**src/rtl/pwm_i2c_reg_bridge_if.sv**
```systemverilog
// pwm_i2c_reg_bridge_if
// Bundles the signals between the I2C byte engine, the bridge and the PWM
// register file.
//   master modport : the bridge side (consumes I2C byte events, drives the
//                    register bus and the transmit byte)
//   slave modport  : the environment side (byte engine + register file)
// Signals:
//   start_i/stop_i      1-cycle START / STOP pulses
//   rx_valid_i/rx_data_i received byte strobe and data
//   tx_req_i            master asks for the next read byte
//   tx_data_o/tx_valid_o byte to transmit and its 1-cycle valid
//   wr_en_o/rd_en_o     register write / read strobes
//   addr_o              register address
//   wr_data_o/rd_data_i register write data / combinational read data
//   busy_o              bridge is inside a transaction
interface pwm_i2c_reg_bridge_if #(
  parameter int WIDTH = 16
);
  logic             start_i;
  logic             stop_i;
  logic             rx_valid_i;
  logic [7:0]       rx_data_i;
  logic             tx_req_i;
  logic [7:0]       tx_data_o;
  logic             tx_valid_o;
  logic             wr_en_o;
  logic             rd_en_o;
  logic [7:0]       addr_o;
  logic [WIDTH-1:0] wr_data_o;
  logic [WIDTH-1:0] rd_data_i;
  logic             busy_o;

  modport master (
    input  start_i, stop_i, rx_valid_i, rx_data_i, tx_req_i, rd_data_i,
    output tx_data_o, tx_valid_o, wr_en_o, rd_en_o, addr_o, wr_data_o, busy_o
  );

  modport slave (
    output start_i, stop_i, rx_valid_i, rx_data_i, tx_req_i, rd_data_i,
    input  tx_data_o, tx_valid_o, wr_en_o, rd_en_o, addr_o, wr_data_o, busy_o
  );
endinterface

```
**src/rtl/pwm_i2c_reg_bridge.sv**
```systemverilog
// pwm_i2c_reg_bridge
// Converts the byte stream of an I2C slave front end into 16-bit register
// transactions on the PWM register block. After START the first byte is the
// register address; each following high/low byte pair is one register write.
// Read requests return the register at the current address, high byte first.
// Ports:
//   clk_psc_i  system clock
//   rst_n_i    asynchronous active-low reset
//   bus        pwm_i2c_reg_bridge_if.master (byte events in, register bus out)
// Parameters:
//   WIDTH      register data width, only 16 is meaningful (two bytes)
//   ADDR_MAX   highest valid register address, auto-increment wrap point
// Configuration macro:
//   BRIDGE_AUTOINC_EN  when defined, the address advances after every
//                      completed write or two-byte read; when undefined the
//                      address only changes on an address byte.
module pwm_i2c_reg_bridge #(
  parameter int WIDTH    = 16,
  parameter int ADDR_MAX = 41
) (
  input logic                    clk_psc_i,
  input logic                    rst_n_i,
  pwm_i2c_reg_bridge_if.master   bus
);

  localparam logic [7:0] ADDR_MAX_B = 8'(ADDR_MAX);

  typedef enum logic [2:0] {
    IDLE,
    ADDR,
    WR_HI,
    WR_LO,
    RD_LO
  } state_t;

  state_t           state_q;
  state_t           state_d;

  logic [7:0]       addr_q;
  logic [7:0]       hi_q;
  logic [WIDTH-1:0] shadow_q;
  logic [WIDTH-1:0] wr_data_q;
  logic [7:0]       tx_data_q;
  logic             tx_valid_q;
  logic             wr_en_q;
  logic             rd_en_q;

  logic             ev_rx;
  logic             ev_tx;
  logic             load_addr;
  logic             load_hi;
  logic             do_write;
  logic             do_read;
  logic             do_tx_lo;
  logic             addr_adv;
  logic [7:0]       addr_next;

  // Only one event acts per cycle: START beats STOP beats a received byte
  // beats a transmit request; the losers are simply dropped.
  assign ev_rx = !bus.start_i && !bus.stop_i && bus.rx_valid_i;
  assign ev_tx = !bus.start_i && !bus.stop_i && !bus.rx_valid_i && bus.tx_req_i;

  // Out-of-range addresses also wrap to 0 on the next advance.
  assign addr_next = (addr_q >= ADDR_MAX_B) ? 8'd0 : addr_q + 8'd1;

  // The address moves on once a write strobe has been presented, or when the
  // low read byte goes out.
`ifdef BRIDGE_AUTOINC_EN
  assign addr_adv = wr_en_q || do_tx_lo;
`else
  assign addr_adv = 1'b0;
`endif

  // State register.
  always_ff @(posedge clk_psc_i or negedge rst_n_i) begin
    if (!rst_n_i) begin
      state_q <= IDLE;
    end else begin
      state_q <= state_d;
    end
  end

  // Next-state and action decode. START/STOP override whatever the current
  // state decided, which is how half-built transactions get discarded.
  // In RD_LO a request is ignored while the read strobe is still out, since
  // the high byte has not been delivered yet.
  always_comb begin
    state_d   = state_q;
    load_addr = 1'b0;
    load_hi   = 1'b0;
    do_write  = 1'b0;
    do_read   = 1'b0;
    do_tx_lo  = 1'b0;
    case (state_q)
      IDLE: begin
      end
      ADDR: begin
        if (ev_rx) begin
          load_addr = 1'b1;
          state_d   = WR_HI;
        end else if (ev_tx) begin
          do_read = 1'b1;
          state_d = RD_LO;
        end
      end
      WR_HI: begin
        if (ev_rx) begin
          load_hi = 1'b1;
          state_d = WR_LO;
        end else if (ev_tx) begin
          do_read = 1'b1;
          state_d = RD_LO;
        end
      end
      WR_LO: begin
        if (ev_rx) begin
          do_write = 1'b1;
          state_d  = WR_HI;
        end
      end
      RD_LO: begin
        if (ev_tx && !rd_en_q) begin
          do_tx_lo = 1'b1;
          state_d  = WR_HI;
        end
      end
      default: state_d = IDLE;
    endcase
    if (bus.start_i) begin
      state_d = ADDR;
    end else if (bus.stop_i) begin
      state_d = IDLE;
    end
  end

  // Datapath and registered outputs. The read strobe cycle captures the
  // register value and, unless START/STOP arrives in that same cycle, sends
  // its high byte on the following cycle.
  always_ff @(posedge clk_psc_i or negedge rst_n_i) begin
    if (!rst_n_i) begin
      addr_q     <= '0;
      hi_q       <= '0;
      shadow_q   <= '0;
      wr_data_q  <= '0;
      tx_data_q  <= '0;
      tx_valid_q <= 1'b0;
      wr_en_q    <= 1'b0;
      rd_en_q    <= 1'b0;
    end else begin
      wr_en_q    <= do_write;
      rd_en_q    <= do_read;
      tx_valid_q <= 1'b0;
      if (load_hi) begin
        hi_q <= bus.rx_data_i;
      end
      if (do_write) begin
        wr_data_q <= {hi_q, bus.rx_data_i};
      end
      if (rd_en_q) begin
        shadow_q <= bus.rd_data_i;
        if (!bus.start_i && !bus.stop_i) begin
          tx_valid_q <= 1'b1;
          tx_data_q  <= bus.rd_data_i[WIDTH-1:WIDTH-8];
        end
      end
      if (do_tx_lo) begin
        tx_valid_q <= 1'b1;
        tx_data_q  <= shadow_q[7:0];
      end
      if (load_addr) begin
        addr_q <= bus.rx_data_i;
      end else if (addr_adv) begin
        addr_q <= addr_next;
      end
    end
  end

  assign bus.addr_o     = addr_q;
  assign bus.wr_en_o    = wr_en_q;
  assign bus.rd_en_o    = rd_en_q;
  assign bus.wr_data_o  = wr_data_q;
  assign bus.tx_data_o  = tx_data_q;
  assign bus.tx_valid_o = tx_valid_q;
  assign bus.busy_o     = (state_q != IDLE);

endmodule
```
**src/flat_wrapper.sv**
```systemverilog
// flat-port wrapper written by rule: the top's interface ports become plain ports
module pwm_i2c_reg_bridge_flat 
#(
  parameter int WIDTH    = 16,
  parameter int ADDR_MAX = 41
)
  (clk_psc_i, rst_n_i, bus_start_i, bus_stop_i, bus_rx_valid_i, bus_rx_data_i, bus_tx_req_i, bus_rd_data_i, bus_tx_data_o, bus_tx_valid_o, bus_wr_en_o, bus_rd_en_o, bus_addr_o, bus_wr_data_o, bus_busy_o);
  pwm_i2c_reg_bridge_if #(.WIDTH(WIDTH)) bus_i ();
  input logic clk_psc_i;
  input logic rst_n_i;
  input wire logic [$bits(bus_i.start_i)-1:0] bus_start_i;
  input wire logic [$bits(bus_i.stop_i)-1:0] bus_stop_i;
  input wire logic [$bits(bus_i.rx_valid_i)-1:0] bus_rx_valid_i;
  input wire logic [$bits(bus_i.rx_data_i)-1:0] bus_rx_data_i;
  input wire logic [$bits(bus_i.tx_req_i)-1:0] bus_tx_req_i;
  input wire logic [$bits(bus_i.rd_data_i)-1:0] bus_rd_data_i;
  output wire logic [$bits(bus_i.tx_data_o)-1:0] bus_tx_data_o;
  output wire logic [$bits(bus_i.tx_valid_o)-1:0] bus_tx_valid_o;
  output wire logic [$bits(bus_i.wr_en_o)-1:0] bus_wr_en_o;
  output wire logic [$bits(bus_i.rd_en_o)-1:0] bus_rd_en_o;
  output wire logic [$bits(bus_i.addr_o)-1:0] bus_addr_o;
  output wire logic [$bits(bus_i.wr_data_o)-1:0] bus_wr_data_o;
  output wire logic [$bits(bus_i.busy_o)-1:0] bus_busy_o;
  assign bus_i.start_i = bus_start_i;
  assign bus_i.stop_i = bus_stop_i;
  assign bus_i.rx_valid_i = bus_rx_valid_i;
  assign bus_i.rx_data_i = bus_rx_data_i;
  assign bus_i.tx_req_i = bus_tx_req_i;
  assign bus_i.rd_data_i = bus_rd_data_i;
  assign bus_tx_data_o = bus_i.tx_data_o;
  assign bus_tx_valid_o = bus_i.tx_valid_o;
  assign bus_wr_en_o = bus_i.wr_en_o;
  assign bus_rd_en_o = bus_i.rd_en_o;
  assign bus_addr_o = bus_i.addr_o;
  assign bus_wr_data_o = bus_i.wr_data_o;
  assign bus_busy_o = bus_i.busy_o;
  pwm_i2c_reg_bridge #(.WIDTH(WIDTH), .ADDR_MAX(ADDR_MAX)) u_core (.clk_psc_i(clk_psc_i), .rst_n_i(rst_n_i), .bus(bus_i));
endmodule
```
**config.mk**
```make
export PLATFORM = sky130hd
export DESIGN_NAME = pwm_i2c_reg_bridge_flat
export DESIGN_NICKNAME = d
export VERILOG_FILES = /design/src/rtl/pwm_i2c_reg_bridge_if.sv /design/src/rtl/pwm_i2c_reg_bridge.sv /design/src/flat_wrapper.sv
export SDC_FILE = /design/constraint.sdc
export NUM_CORES = 1
export LEC_CHECK = 0
export CAP_MARGIN = 20
export CORE_AREA = 2 2 74 76
export DETAILED_ROUTE_END_ITERATION = 8
export DIE_AREA = 0 0 76 78
export PLACE_DENSITY = 0.84
export SLEW_MARGIN = 20
export SYNTH_ARGS = -nofsm -noshare
export SYNTH_HDL_FRONTEND = slang
export SYNTH_SLANG_ARGS = --single-unit
export TNS_END_PERCENT = 20
```
**constraint.sdc**
```tcl
create_clock -name clk_psc_i -period 2.5 [get_ports clk_psc_i]
set_clock_uncertainty 0.2 [all_clocks]
set_input_delay 0.5 -clock clk_psc_i [delete_from_list [all_inputs] [get_ports clk_psc_i]]
set_output_delay 0.5 -clock clk_psc_i [all_outputs]
set_load 0.02 [all_outputs]
```
Yosys cells after proc, flatten, opt, wreduce, memory -nomap -nowiden

Cells that the tools add are included.

Register bits: 54
Output and inout bits: 36
Word-level logic and storage cells: 55

Reductions and logical operators: 16
Eq/ne operators: 7
Muxes and demuxes: 23

Operators with widths:

| operator                                                        | number |
|---|---|
| 8-bit two-way mux                                               | 3 |
| 3-bit two-way mux                                               | 7 |
| 3-bit case mux with 5 select lines                              | 1 |
| 1-bit two-way mux                                               | 12 |
| 4-bit by 3-bit != test with 1-bit output, second input constant | 2 |
| 3-bit by 2-bit == test with 1-bit output, second input constant | 2 |
| 1-bit logical AND                                               | 5 |
| 1-bit zero test                                                 | 4 |
| 2-bit nonzero test                                              | 2 |
| 3-bit by 1-bit == test with 1-bit output, second input constant | 1 |
| 3-bit == test, second input constant                            | 1 |
| 3-bit zero test                                                 | 1 |
| 3-bit != test, second input constant                            | 1 |
| 3-bit AND reduction                                             | 1 |
| 3-bit nonzero test                                              | 1 |
| 2-bit AND reduction                                             | 1 |
| 2-bit OR reduction                                              | 1 |

Longest topological paths before layout

Word-level depth: 9
Gate-level depth with buffers: 5
Depth with buffers taken out: 3

Worst setup path after synthesis

No wires, ideal clock.

Path type: input to register
Start point: in bus_start_i
End point: reg u_core.wr_data_q[10] (netlist: u_core.bus.wr_data_o[10])
Path buffers: 1
Setup slack: 0.675 ns
Arrival time: 1.500 ns
Library setup time: 0.125 ns
Stages on the path: 4
Cells stage by stage: nor4b_4 nand3_4 buf_6 mux2_4

Longest elaborated chain between the ends: 5

Ends and longest elaborated chain:

| element                         | RTL line                  | text |
|---|---|---|
| from (decl)                     | flat_wrapper.sv:11        | `input wire logic [$bits(bus_i.start_i)-1:0] bus_start_i;` |
| 1-bit zero test                 | pwm_i2c_reg_bridge.sv:60  | `assign ev_rx = !bus.start_i && !bus.stop_i && bus.rx_valid_i;` |
| 1-bit logical AND (2 in series) | pwm_i2c_reg_bridge.sv:60  |  |
| 1-bit two-way mux               | pwm_i2c_reg_bridge.sv:116 | `if (ev_rx) begin` |
| 1-bit two-way mux               | pwm_i2c_reg_bridge.sv:94  | `case (state_q)` |
| to (signal assigned)            | pwm_i2c_reg_bridge.sv:157 | `wr_data_q <= {hi_q, bus.rx_data_i};` |
| to (decl)                       | pwm_i2c_reg_bridge.sv:42  | `logic [WIDTH-1:0] wr_data_q;` |

No other way between the ends.
A chain may end at the register's enable or synchronous reset.

Worst setup path after layout

Start point: reg u_core.state_q[2]
End point: out bus_busy_o

Longest elaborated chain between the ends: 1

Ends and longest elaborated chain:

| element                | RTL line                  | text |
|---|---|---|
| from (decl)            | pwm_i2c_reg_bridge.sv:36  | `state_t state_q;` |
| from (signal assigned) | pwm_i2c_reg_bridge.sv:79  | `state_q <= state_d;` |
| 3-bit nonzero test     | pwm_i2c_reg_bridge.sv:184 | `assign bus.busy_o = (state_q != IDLE);` |
| to (decl)              | flat_wrapper.sv:23        | `output wire logic [$bits(bus_i.busy_o)-1:0] bus_busy_o;` |

No other way between the ends.

==> summary.md <==
| Metric | Value |
|---|---|
| Setup TNS Final | 0 ns |
| Cell taking the most area after synthesis | dfrtp_1 |
| Residual DRC | 0 |
| Post-synth EDFFs | 0 |
| Post-DRT Antenna Nets | 0 |
| Initial antenna violation count | 0 |
| Vias in the first global route | 1,556 |
| GPL Wtd Cong | 0.757 |
| Root buffer cell | clkbuf_8 |
| Rows | 26 |
| DR vias | 1,523 |
| Yosys cell types | 29 |
| CP Class | flop to primary output |
| Hold WS | 0.303 ns |
| Fin crit period | 2.39 ns |
| Top cells by area, synth | dfrtp_1, mux2_2, mux2_4 |
| Full die area | 5930 um^2 |
| Port Buffer Count | 65 |
| Total GRT Usage | 0.163 |
| Die Width | 76 um |
| TritonCTS clock tree | built |
| DRT Wirelength | 4540 um |
| Slew HR | 0.627 |
| Measured slew at the worst slew-check pin | 0.560 ns |
| Crit-path max FO | 6 |
| Flop and latch count out of synthesis | 54 |
| Asr flop ratio synth | 1.00 |
| Slew Limit Fails | 0 |
| DR pass1 iterations | 4 |
| Number of setup violations in the final report | 0 |
| Vias per cell | 5.08 |
| Wirelength per Cell | 15.1 um |
| Mapped Cells | 153 |
| Filler cell count | 405 |
| Power, Total | 1950 uW |
| Final HPWL DP | 3220 um |
| Largest net degree at the start of global routing | 33 |
| Leakage | 0.00145 uW |
| Initial Utilization | 0.461 |
| Io pins | 66 |
| Total gr overflow | 0 |
| Commonest cells post-synth | dfrtp_1, mux2_2, mux2_4, nand2b_1, o221a_2 |
| Clk sinks | 54 |
| Sequential cell area | 1350 um^2 |
| Cell area after synthesis | 2320 um^2 |
| Power per cell area | 607 nW/um^2 |
| Worst Setup End Kind | primary output |
| Max Buffers Root-to-Sink | 2 |
| Yosys top cell area share | 0.582 |
| Worst skew pair latency | 0.31 ns |
| Unrepaired setup endpoints after global routing | false |
| Syn. warnings | 0 |
| ANT cells | 0 |
| Top_reg_cell synth | dfrtp_1 |
| Hold Vio Cnt, Final | 0 |
| Most common cell in the netlist | dfrtp_1 |
| Ratio of cells with drive above 1 in the final layout | 0.348 |
| Syn_area_per_cell | 15.2 um^2 |
| Max-Cap Viols | 0 |
| CP required | 1.80 ns |
| Core Footprint | 5040 um^2 |
| Crit path DAT | 1.69 ns |
| CP Launch Type | flop |
| Sequential-to-total area share from yosys stat | 0.582 |
| Peak supply drop | 0.391 mV |
| Htree depth | 2 |
| Setup bufs post-CTS | 0 |
| Syn-to-layout area delta | 38.2% |
| Die Ht | 78 um |
| Nets | 259 |
| F_max | 418 MHz |
| Synth Net Count | 183 |
| HP Class | flop to flop |
| Status | finished, final reports clean |
| Cts bufs inserted | 5 |
| Reg clk slew, reported paths | 0.10 ns |
| DRT iter0 DRCs | 80 |
| Crit share post-route | 0.956 |
| First-pass GRT wire length | 7730 um |
| Area of the multi-input gates | 926 um^2 |
[metal layers]
layer	global-route usage	wire, um	vias to the layer above
met5	0	0	-
met1	0.210	2080	782
li1	-	-	709
met2	0.277	2240	27
met4	0.0600	62	0
met3	0.0326	160	5
[placed cells by master, fill, tap and decap left out, drive strengths merged, types with 2 or more instances in the layout]
| cell | count |
|---|---|
| o221a | 8 |
| nand2 | 2 |
| nor2 | 2 |
| nand3b | 2 |
| clkbuf | 6 |
| nand2b | 9 |
| nor3b | 3 |
| nand3 | 3 |
| mux2 | 48 |
| inv | 4 |
| clkdlybuf4s50 | 64 |
| buf | 10 |
| dfrtp | 54 |
[metrics by stage]
| step | util | area, um^2 | std cells | setup WS [ns] |
|---|---|---|---|---|
| global route | 0.637 | 3210 | 300 | 0.0441 |
| finish | 0.637 | 3210 | 300 | 0.110 |
| CTS | 0.637 | 3210 | 300 | 0.0929 |
| detailed placement | 0.615 | 3100 | 291 | 0.0751 |
| global placement | 0.615 | 3100 | 291 | 0.0919 |
| floorplan | - | 2320 | 153 | 0.675 |
[cell type report]
class,count,share of cell area
Inverter,3,0.00351
Sequential cell,54,0.421
Clock inverter,2,0.00507
Tap cell,70,0.0273
Clock buffer,6,0.0257
Timing Repair Buffer,75,0.229
Multi-Input combinational cell,90,0.288
[state kept, by name, indices dropped and copies added, names as in the netlist]
name,flops
u_core.bus.rd_en_o,1
u_core.state_q,3
u_core.bus.tx_valid_o,1
u_core.bus.wr_data_o,16
u_core.bus.addr_o,8
u_core.shadow_q,8
u_core.bus.tx_data_o,8
u_core.hi_q,8
u_core.bus.wr_en_o,1
[timing repair]
item / CTS / global route
gates resized for setup: 0 / 0
hold buffers: 1 / 0
endpoints found under the hold margin: 22 / 0
[final timing paths]
| path | slack, ns | endpoint | cells after the start | from |
|---|---|---|---|---|
| max | 0.11 | bus_busy_o | 2 | u_core.state_q[2]$_DFFE_PN0P_ |
| min reg2reg | 0.30 | u_core.bus.wr_data_o[13]$_DFFE_PN0P_ | 1 | u_core.hi_q[5]$_DFFE_PN0P_ |
| max in group asynchronous | 1.02 | u_core.hi_q[5]$_DFFE_PN0P_ | 3 | rst_n_i |
| min | 0.30 | u_core.bus.wr_data_o[13]$_DFFE_PN0P_ | 1 | u_core.hi_q[5]$_DFFE_PN0P_ |
| min in group asynchronous | 0.51 | u_core.state_q[0]$_DFFE_PN0P_ | 2 | rst_n_i |
| max reg2reg | 0.57 | u_core.bus.wr_data_o[11]$_DFFE_PN0P_ | 3 | u_core.state_q[2]$_DFFE_PN0P_ |
[report_power, final]
group | switching, uW | total [uW] | internal (uW)
registers | 53.2 | 1030 | 976
logic | 170 | 407 | 237
clock network | 285 | 514 | 229
[logic make-up (layout without fill, tap and decap cells)]
| family | count (synthesis) | after routing | synth area share |
|---|---|---|---|
| AOI/OAI and AO/OA | 15 | 15 | 0.0619 |
| xor gates and xnor gates | 2 | 2 | 0.00754 |
| buffers and inverters | 9 | 86 | 0.0199 |
| DFF | 54 | 54 | 0.582 |
| muxes | 48 | 48 | 0.247 |
| and+or+nand+nor | 25 | 25 | 0.0819 |
[critical path, cell delays in order (launching register included)]
cell             delay [ns]
dfrtp_1                0.47
or3_1                  0.39
clkdlybuf4s50_1        0.54
(Power assumes the default switching activity.)
